===== src/rtl/alu_pkg.sv =====
// alu_pkg: opcode encodings and default opcode width shared by the ALU slice
package alu_pkg;
    localparam int ALU_NSEL = 6;
    localparam logic [5:0] OP_ADD = 6'b100000;
    localparam logic [5:0] OP_SUB = 6'b100010;
    localparam logic [5:0] OP_AND = 6'b100100;
    localparam logic [5:0] OP_OR  = 6'b100101;
    localparam logic [5:0] OP_XOR = 6'b100110;
    localparam logic [5:0] OP_SRA = 6'b000011;
    localparam logic [5:0] OP_SRL = 6'b000010;
    localparam logic [5:0] OP_NOR = 6'b100111;
endpackage


===== src/rtl/alu_core.sv =====
// alu_core: combinational ALU datapath producing result and signed overflow
//   i_a, i_b   : operands (i_b is an unsigned shift amount for shifts)
//   i_op       : operation select
//   o_result   : wrapped N-bit result, 0 for undefined opcodes
//   o_overflow : signed overflow, ADD/SUB only
module alu_core
    import alu_pkg::*;
#(
    parameter int N    = 8,
    parameter int NSel = ALU_NSEL
) (
    input  logic [N-1:0]    i_a,
    input  logic [N-1:0]    i_b,
    input  logic [NSel-1:0] i_op,
    output logic [N-1:0]    o_result,
    output logic            o_overflow
);
    logic [N-1:0] w_sum;
    logic [N-1:0] w_diff;
    logic [N-1:0] w_sra;
    logic [N-1:0] w_srl;
    logic         w_add_ovf;
    logic         w_sub_ovf;
    assign w_sum  = i_a + i_b;
    assign w_diff = i_a - i_b;
    // Shift amounts of N or more naturally saturate: zeros for >>, sign copies for >>>
    assign w_srl  = i_a >> i_b;
    assign w_sra  = $unsigned($signed(i_a) >>> i_b);
    assign w_add_ovf = (i_a[N-1] == i_b[N-1]) && (w_sum[N-1]  != i_a[N-1]);
    assign w_sub_ovf = (i_a[N-1] != i_b[N-1]) && (w_diff[N-1] != i_a[N-1]);
    always_comb begin
        o_result   = i_op == NSel'(OP_ADD) ? w_sum :
                     i_op == NSel'(OP_SUB) ? w_diff :
                     i_op == NSel'(OP_AND) ? i_a & i_b :
                     i_op == NSel'(OP_OR)  ? i_a | i_b :
                     i_op == NSel'(OP_XOR) ? i_a ^ i_b :
                     i_op == NSel'(OP_SRA) ? w_sra :
                     i_op == NSel'(OP_SRL) ? w_srl :
                     i_op == NSel'(OP_NOR) ? ~(i_a | i_b) : '0;
        o_overflow = i_op == NSel'(OP_ADD) ? w_add_ovf :
                     i_op == NSel'(OP_SUB) ? w_sub_ovf : 1'b0;
    end
endmodule


===== src/rtl/alu.sv =====
// alu: registered ALU with overflow and zero flags, one-cycle latency
//   i_clock, i_reset     : clock, synchronous active-high reset
//   i_alu_A, i_alu_B     : operands
//   i_alu_Op             : operation select
//   o_alu_Result         : registered result
//   o_overflow_Flag      : registered signed overflow
//   o_zero_Flag          : registered result-is-zero flag
module alu
    import alu_pkg::*;
#(
    parameter int N    = 8,
    parameter int NSel = ALU_NSEL
) (
    input  logic            i_clock,
    input  logic            i_reset,
    input  logic [N-1:0]    i_alu_A,
    input  logic [N-1:0]    i_alu_B,
    input  logic [NSel-1:0] i_alu_Op,
    output logic [N-1:0]    o_alu_Result,
    output logic            o_overflow_Flag,
    output logic            o_zero_Flag
);
    logic [N-1:0] w_result;
    logic         w_overflow;
    logic [N-1:0] r_result;
    logic         r_overflow;
    logic         r_zero;
    alu_core #(.N(N), .NSel(NSel)) u_core (
        .i_a        (i_alu_A),
        .i_b        (i_alu_B),
        .i_op       (i_alu_Op),
        .o_result   (w_result),
        .o_overflow (w_overflow)
    );
    always_ff @(posedge i_clock) begin
        if (i_reset) begin
            r_result   <= '0;
            r_overflow <= 1'b0;
            r_zero     <= 1'b1;
        end else begin
            r_result   <= w_result;
            r_overflow <= w_overflow;
            r_zero     <= w_result == '0;
        end
    end
    assign o_alu_Result    = r_result;
    assign o_overflow_Flag = r_overflow;
    assign o_zero_Flag     = r_zero;
endmodule


===== config.mk =====
export PLATFORM = sky130hd
export DESIGN_NAME = alu
export DESIGN_NICKNAME = d
export VERILOG_FILES = /design/src/rtl/alu_pkg.sv /design/src/rtl/alu_core.sv /design/src/rtl/alu.sv
export SDC_FILE = /design/constraint.sdc
export NUM_CORES = 1
export LEC_CHECK = 0
export CAP_MARGIN = 10
export CORE_MARGIN = 8
export CORE_UTILIZATION = 50
export CTS_CLUSTER_DIAMETER = 80
export DETAILED_ROUTE_END_ITERATION = 7
export PLACE_DENSITY = 0.81
export REMOVE_ABC_BUFFERS = 1
export SYNTH_ARGS = -nofsm -noshare
export SYNTH_HDL_FRONTEND = slang
export SYNTH_HIERARCHICAL = 1
export SYNTH_SLANG_ARGS = --single-unit

===== constraint.sdc =====
create_clock -name i_clock -period 3.94 [get_ports i_clock]
set_input_delay 1.182 -clock i_clock [delete_from_list [all_inputs] [get_ports i_clock]]
set_output_delay 1.182 -clock i_clock [all_outputs]
set_load 0.02 [all_outputs]

# ---- Word level (Yosys, flattened, before mapping)
# Cells that the tools add are included.
dict set report word_totals {
  reg_bits 10
  inputBits 24
  output_inout_bits 10
  wordCells 36
}
dict set report op_classes {
  n_addsub 2
  n_eq_ne 12
  shift 2
  mux 10
  bitwise 4
  reduce_logical 3
}
# operator n
set op_table {}
lappend op_table {{two-way mux 8 bit} 8}
lappend op_table {{== test 6 bit (second input constant)} 6}
lappend op_table {{== test 6 x 2 -> 1 bit (second input constant)} 2}
lappend op_table {{adder 8 bit} 1}
lappend op_table {{AND 8 bit} 1}
lappend op_table {{logical NOT 8 bit} 1}
lappend op_table {{inverter 8 bit} 1}
lappend op_table {{OR 8 bit} 1}
lappend op_table {{>> shifter 8 x 8 -> 8 bit} 1}
lappend op_table {{>>> shifter 8 x 8 -> 8 bit} 1}
lappend op_table {{subtractor 8 bit} 1}
lappend op_table {{XOR 8 bit} 1}
lappend op_table {{!= test 1 bit} 3}
lappend op_table {{logical AND 1 bit} 2}
lappend op_table {{two-way mux 1 bit} 2}
lappend op_table {{== test 1 bit} 1}

# ---- Logic depth before layout (Yosys ltp)
dict set report depth {
  ltp_word 11
  depth_mapped 12
  depth_no_buf 12
}

# ---- Modules after synthesis
# The synthesis kept the hierarchy.
# module instances cells_each area_each_um2 seq_area_each_um2
set by_module_without_submodules {}
lappend by_module_without_submodules {alu_core 1 279 1799.2 0.0}
lappend by_module_without_submodules {alu 1 22 289.0 200.2}

# ---- Worst setup path before layout
# OpenSTA, ideal clock, no wires.
dict set report synth_path {
  kind {input to register}
  start {in i_alu_B[3]}
  end {reg r_zero (netlist: o_zero_Flag)}
  setup_ps 57
  arrival_ps 3453
  t_required_ps 3883
  path_slack_ps 429
  path_stages 11
  path_buffers 1
  cell_sequence {clkbuf_1 > inv_1 > ha_1 > or3_1 > o221a_2 > a21oi_1 > xor2_1 > nor2_1 > a2bb2oi_1 > nor4_2 > a21o_1}
}
dict set report synth_via {
  word_cells_on_any_way 17
  cone_classes {2 x add/sub; 2 x shift; 8 x mux; 4 x bitwise; 1 x reduce/logical}
}
# item line_no
set synth_rtl {}
lappend synth_rtl {{start: declaration} alu.sv:17} ;# input logic [N-1:0] i_alu_B,
lappend synth_rtl {{>> shifter 8 x 8 -> 8 bit} alu_core.sv:27} ;# assign w_srl = i_a >> i_b;
lappend synth_rtl {{two-way mux 8 bit} alu_core.sv:38} ;# i_op == NSel'(OP_SRL) ? w_srl :
lappend synth_rtl {{two-way mux 8 bit} alu_core.sv:37} ;# i_op == NSel'(OP_SRA) ? w_sra :
lappend synth_rtl {{two-way mux 8 bit} alu_core.sv:36} ;# i_op == NSel'(OP_XOR) ? i_a ^ i_b :
lappend synth_rtl {{two-way mux 8 bit} alu_core.sv:35} ;# i_op == NSel'(OP_OR) ? i_a | i_b :
lappend synth_rtl {{two-way mux 8 bit} alu_core.sv:34} ;# i_op == NSel'(OP_AND) ? i_a & i_b :
lappend synth_rtl {{two-way mux 8 bit} alu_core.sv:33} ;# i_op == NSel'(OP_SUB) ? w_diff :
lappend synth_rtl {{two-way mux 8 bit (*)} alu_core.sv:32} ;# o_result = i_op == NSel'(OP_ADD) ? w_sum :
lappend synth_rtl {{named net w_result[7]} alu.sv:23} ;# logic [N-1:0] w_result;
lappend synth_rtl {{logical NOT 8 bit (*)} alu.sv:43} ;# r_zero <= w_result == '0;
lappend synth_rtl {{end signal: assignment} alu.sv:39} ;# r_zero <= 1'b1;
lappend synth_rtl {{end signal: assignment} alu.sv:43}
lappend synth_rtl {{end: declaration} alu.sv:27} ;# logic r_zero;
# Mark *: on every way through the listed nets, which the timed path passes. The rest lies on a longest branch.
# A chain may end at the register's enable or synchronous reset.

# ---- Final worst setup path
dict set report layout_path {
  start {in i_alu_B[4]}
  end {reg r_zero (netlist: o_zero_Flag)}
}
# The elaborated chain is that of the path after synthesis.

==> results.yml <==
run_status:
  status: "completed"
global_routing:
  grt_pass1_vias: 2294
  grt_start_max_net_pins: 39
  grt_pass1_wl_mm: 11.33
  track_usage_pct: 21.58
  grt_antenna_before_repair: 0
  grt_overflow: 0
sta:
  grt_setup_unrepaired: "false"
  hold_ws_ns: 1.725
  finalSetupViolCount: 0
  fmax_ghz: 0.2745
  hold_viol: 0
  min_period_ns: 3.643
  relSlewSlack_pct: 63.99
  max_slew.worst_pin.slew_ns: 0.5360
  finalCritPeriodShare_pct: 92.46
  tns_ns: 0
  drv_slew: 0
layout:
  multi_input_area_mm2: 0.001717
  drive_above_1_share_pct: 14.74
  utilization_pct: 67.00
  post-route-cell-area_mm2: 0.002680
  syn_to_final_growth_pct: 28.34
  fill_cells: 366
  final_common_cell: "clkdlybuf4s50_1"
  regArea_um2: 200.2
  finalNetCount: 396
  diodes: 0
  final_cell_mix: "clkdlybuf4s50_1 (33), buf_4 (29), o21ai_0 (26)"
clocking:
  cts_sinks: 10
  cts_buffers: 3
  cts_root_buf: "clkbuf_8"
  cts.reportedPaths.clkPinSlew_ns: 0.05
  cts_tree: "done"
  clock_path_buffers: 2
  htree_levels: 1
  cts_hold_buf: 0
  post_cts_resized: 0
  cts_setup_buffers: 0
logic_synthesis:
  syn_area_mm2: 0.002088
  ys.flop_type: "dfxtp_1"
  synth_edf_count: 0
  yosysSeqAreaShare_pct: 9.587
  syn_avg_cell_area_um2: 6.938
  synth-seq-cells: 10
  ys_types: 51
  ys_warn_count: 6
  syn_inst: 301
  ys_async_sr_fraction_pct: 0
power_and_ir_drop:
  power.switching_fraction_pct: 37.11
  p_comb_share_pct: 52.5
  power_density_mw_per_mm2: 182.0
  power_mw: 0.4879
  p_leak_nw: 1.127
  power_frac_seq_pct: 21.7
  ir_worst_vdd_mv: 0.07839
  switchingPower_mw: 0.1811
  p_int_mw: 0.3068
  pwr-share-clk_pct: 25.8
placement:
  io_buffers: 33
  place_congestion: 1.001
  dp_hpwl_mm: 5.577
  dpl_cell_area_mm2: 0.002625
detailed_routing:
  remaining_drc_errors: 0
  vias: 2468
  drtIter0Drc: 364
  drt_wl_total_mm: 6.988
  wire_per_inst_um: 17.65
  first_pass_iters: 6
  ant_nets: 0
  vias_per_cell: 6.232
critical_path:
  crit_arrival_ns: 3.77
  critPathRequiredTime_ns: 4.07
  crit_fanout: 4
  crit_path_end_kind: "register"
  critPathKind: "input port to register"
  startpoint_type: "input port"
worst_hold_path:
  hold_path.class: "input port to register"
flow_run:
  drv_cap: 0
die:
  die_area_mm2: 0.006500
  die_height_um: 80.63
  io_pins: 34
  die_w_um: 80.63
  coreArea_mm2: 0.004000
  start_util_pct: 52.21
  row_count: 23
## cells in the mapped netlist (3+ instances only)
library cell  instances  area (um^2)
nand2b_1              6        37.54
nand4_1               5        31.28
nor2_1               25        93.84
ha_1                 23        287.8
clkbuf_1             16        60.06
a22oi_1               4        30.03
a31o_2                3        26.28
nor2b_1              14        87.58
buf_1                 4        15.01
xor2_1                8        70.07
or4_1                 3        22.52
nand2_1              23        86.33
o31ai_1               4        30.03
o21ai_0              26        130.1
dfxtp_1              10        200.2
nor3_1                9        45.04
nor4_2                3        37.54
or3_1                 5        31.28
o22ai_1               5        31.28
inv_1                23        86.33
a31oi_1               4        25.02
mux2_2                4        45.04
nand3_1               3        15.01
mux2i_1              10        100.1
o211ai_1              4        30.03
a21oi_1              20        100.1
## metal layers
layer  wire, um  global-route usage (%)
met1       2901                   27.62
met2       3157                   35.04
met3        763                   4.241
met4        165                   6.909
met5          0                       0
## cells by family (layout without fill, tap and decap cells)
group / after synthesis / after routing / share of synthesized area [%]
simple gates: 104 / 104 / 26.48
buf+inv: 47 / 92 / 8.508
xor+xnor: 10 / 10 / 4.194
flops: 10 / 10 / 9.586
mux: 14 / 14 / 6.950
compound gates: 91 / 91 / 28.58
fa+ha+maj: 25 / 25 / 15.70
## worst max-delay path, cell delays in order
cell and delay, ns:
clkdlybuf4s50_1 0.53, inv_1 0.08, ha_1 0.30, or3_1 0.37
o221a_2 0.25, nand4_1 0.09, o21ai_0 0.07, or3_1 0.31
a32oi_1 0.33, nor4_2 0.09, a21o_1 0.18
## area by class of cell
cell class / instances / area share, %
Timing Repair Buffer: 62 / 20.45
Sequential cell: 10 / 7.470
Clock buffer: 4 / 2.054
Inverter: 26 / 3.641
Multi-Input combinational cell: 244 / 64.05
Tap cell: 50 / 2.334
## power groups by stage
| stage | sequential [mW] | clock [mW] | combinational, mW |
|---|---|---|---|
| after CTS | 0.106 | 0.129 | 0.250 |
| after global placement | 0.107 | 0 | 0.245 |
| after floorplan | 0.112 | 0 | 0.130 |
| final | 0.106 | 0.126 | 0.256 |
| after global routing | 0.106 | 0.134 | 0.277 |
| after detailed placement | 0.108 | 0 | 0.249 |
## through the flow
| step | setup WS, ns | std cells |
|---|---|---|
| global placement | 0.1354 | 392 |
| floorplan | 0.7549 | 280 |
| global route | 0.06677 | 396 |
| detailed placement | 0.09052 | 392 |
| finish | 0.2969 | 396 |
| CTS | 0.3303 | 396 |
## state kept, by name (all words and copies together) (netlist names)
register and flops:
o_alu_Result 8, o_overflow_Flag 1, o_zero_Flag 1
## worst paths after layout
kind,startpoint,to,slack (ns),cells past startpoint
min,i_reset,o_overflow_Flag,1.72,2
max,i_alu_B[4],o_zero_Flag,0.30,11
No activity file was read; power rests on OpenSTA's default activity.
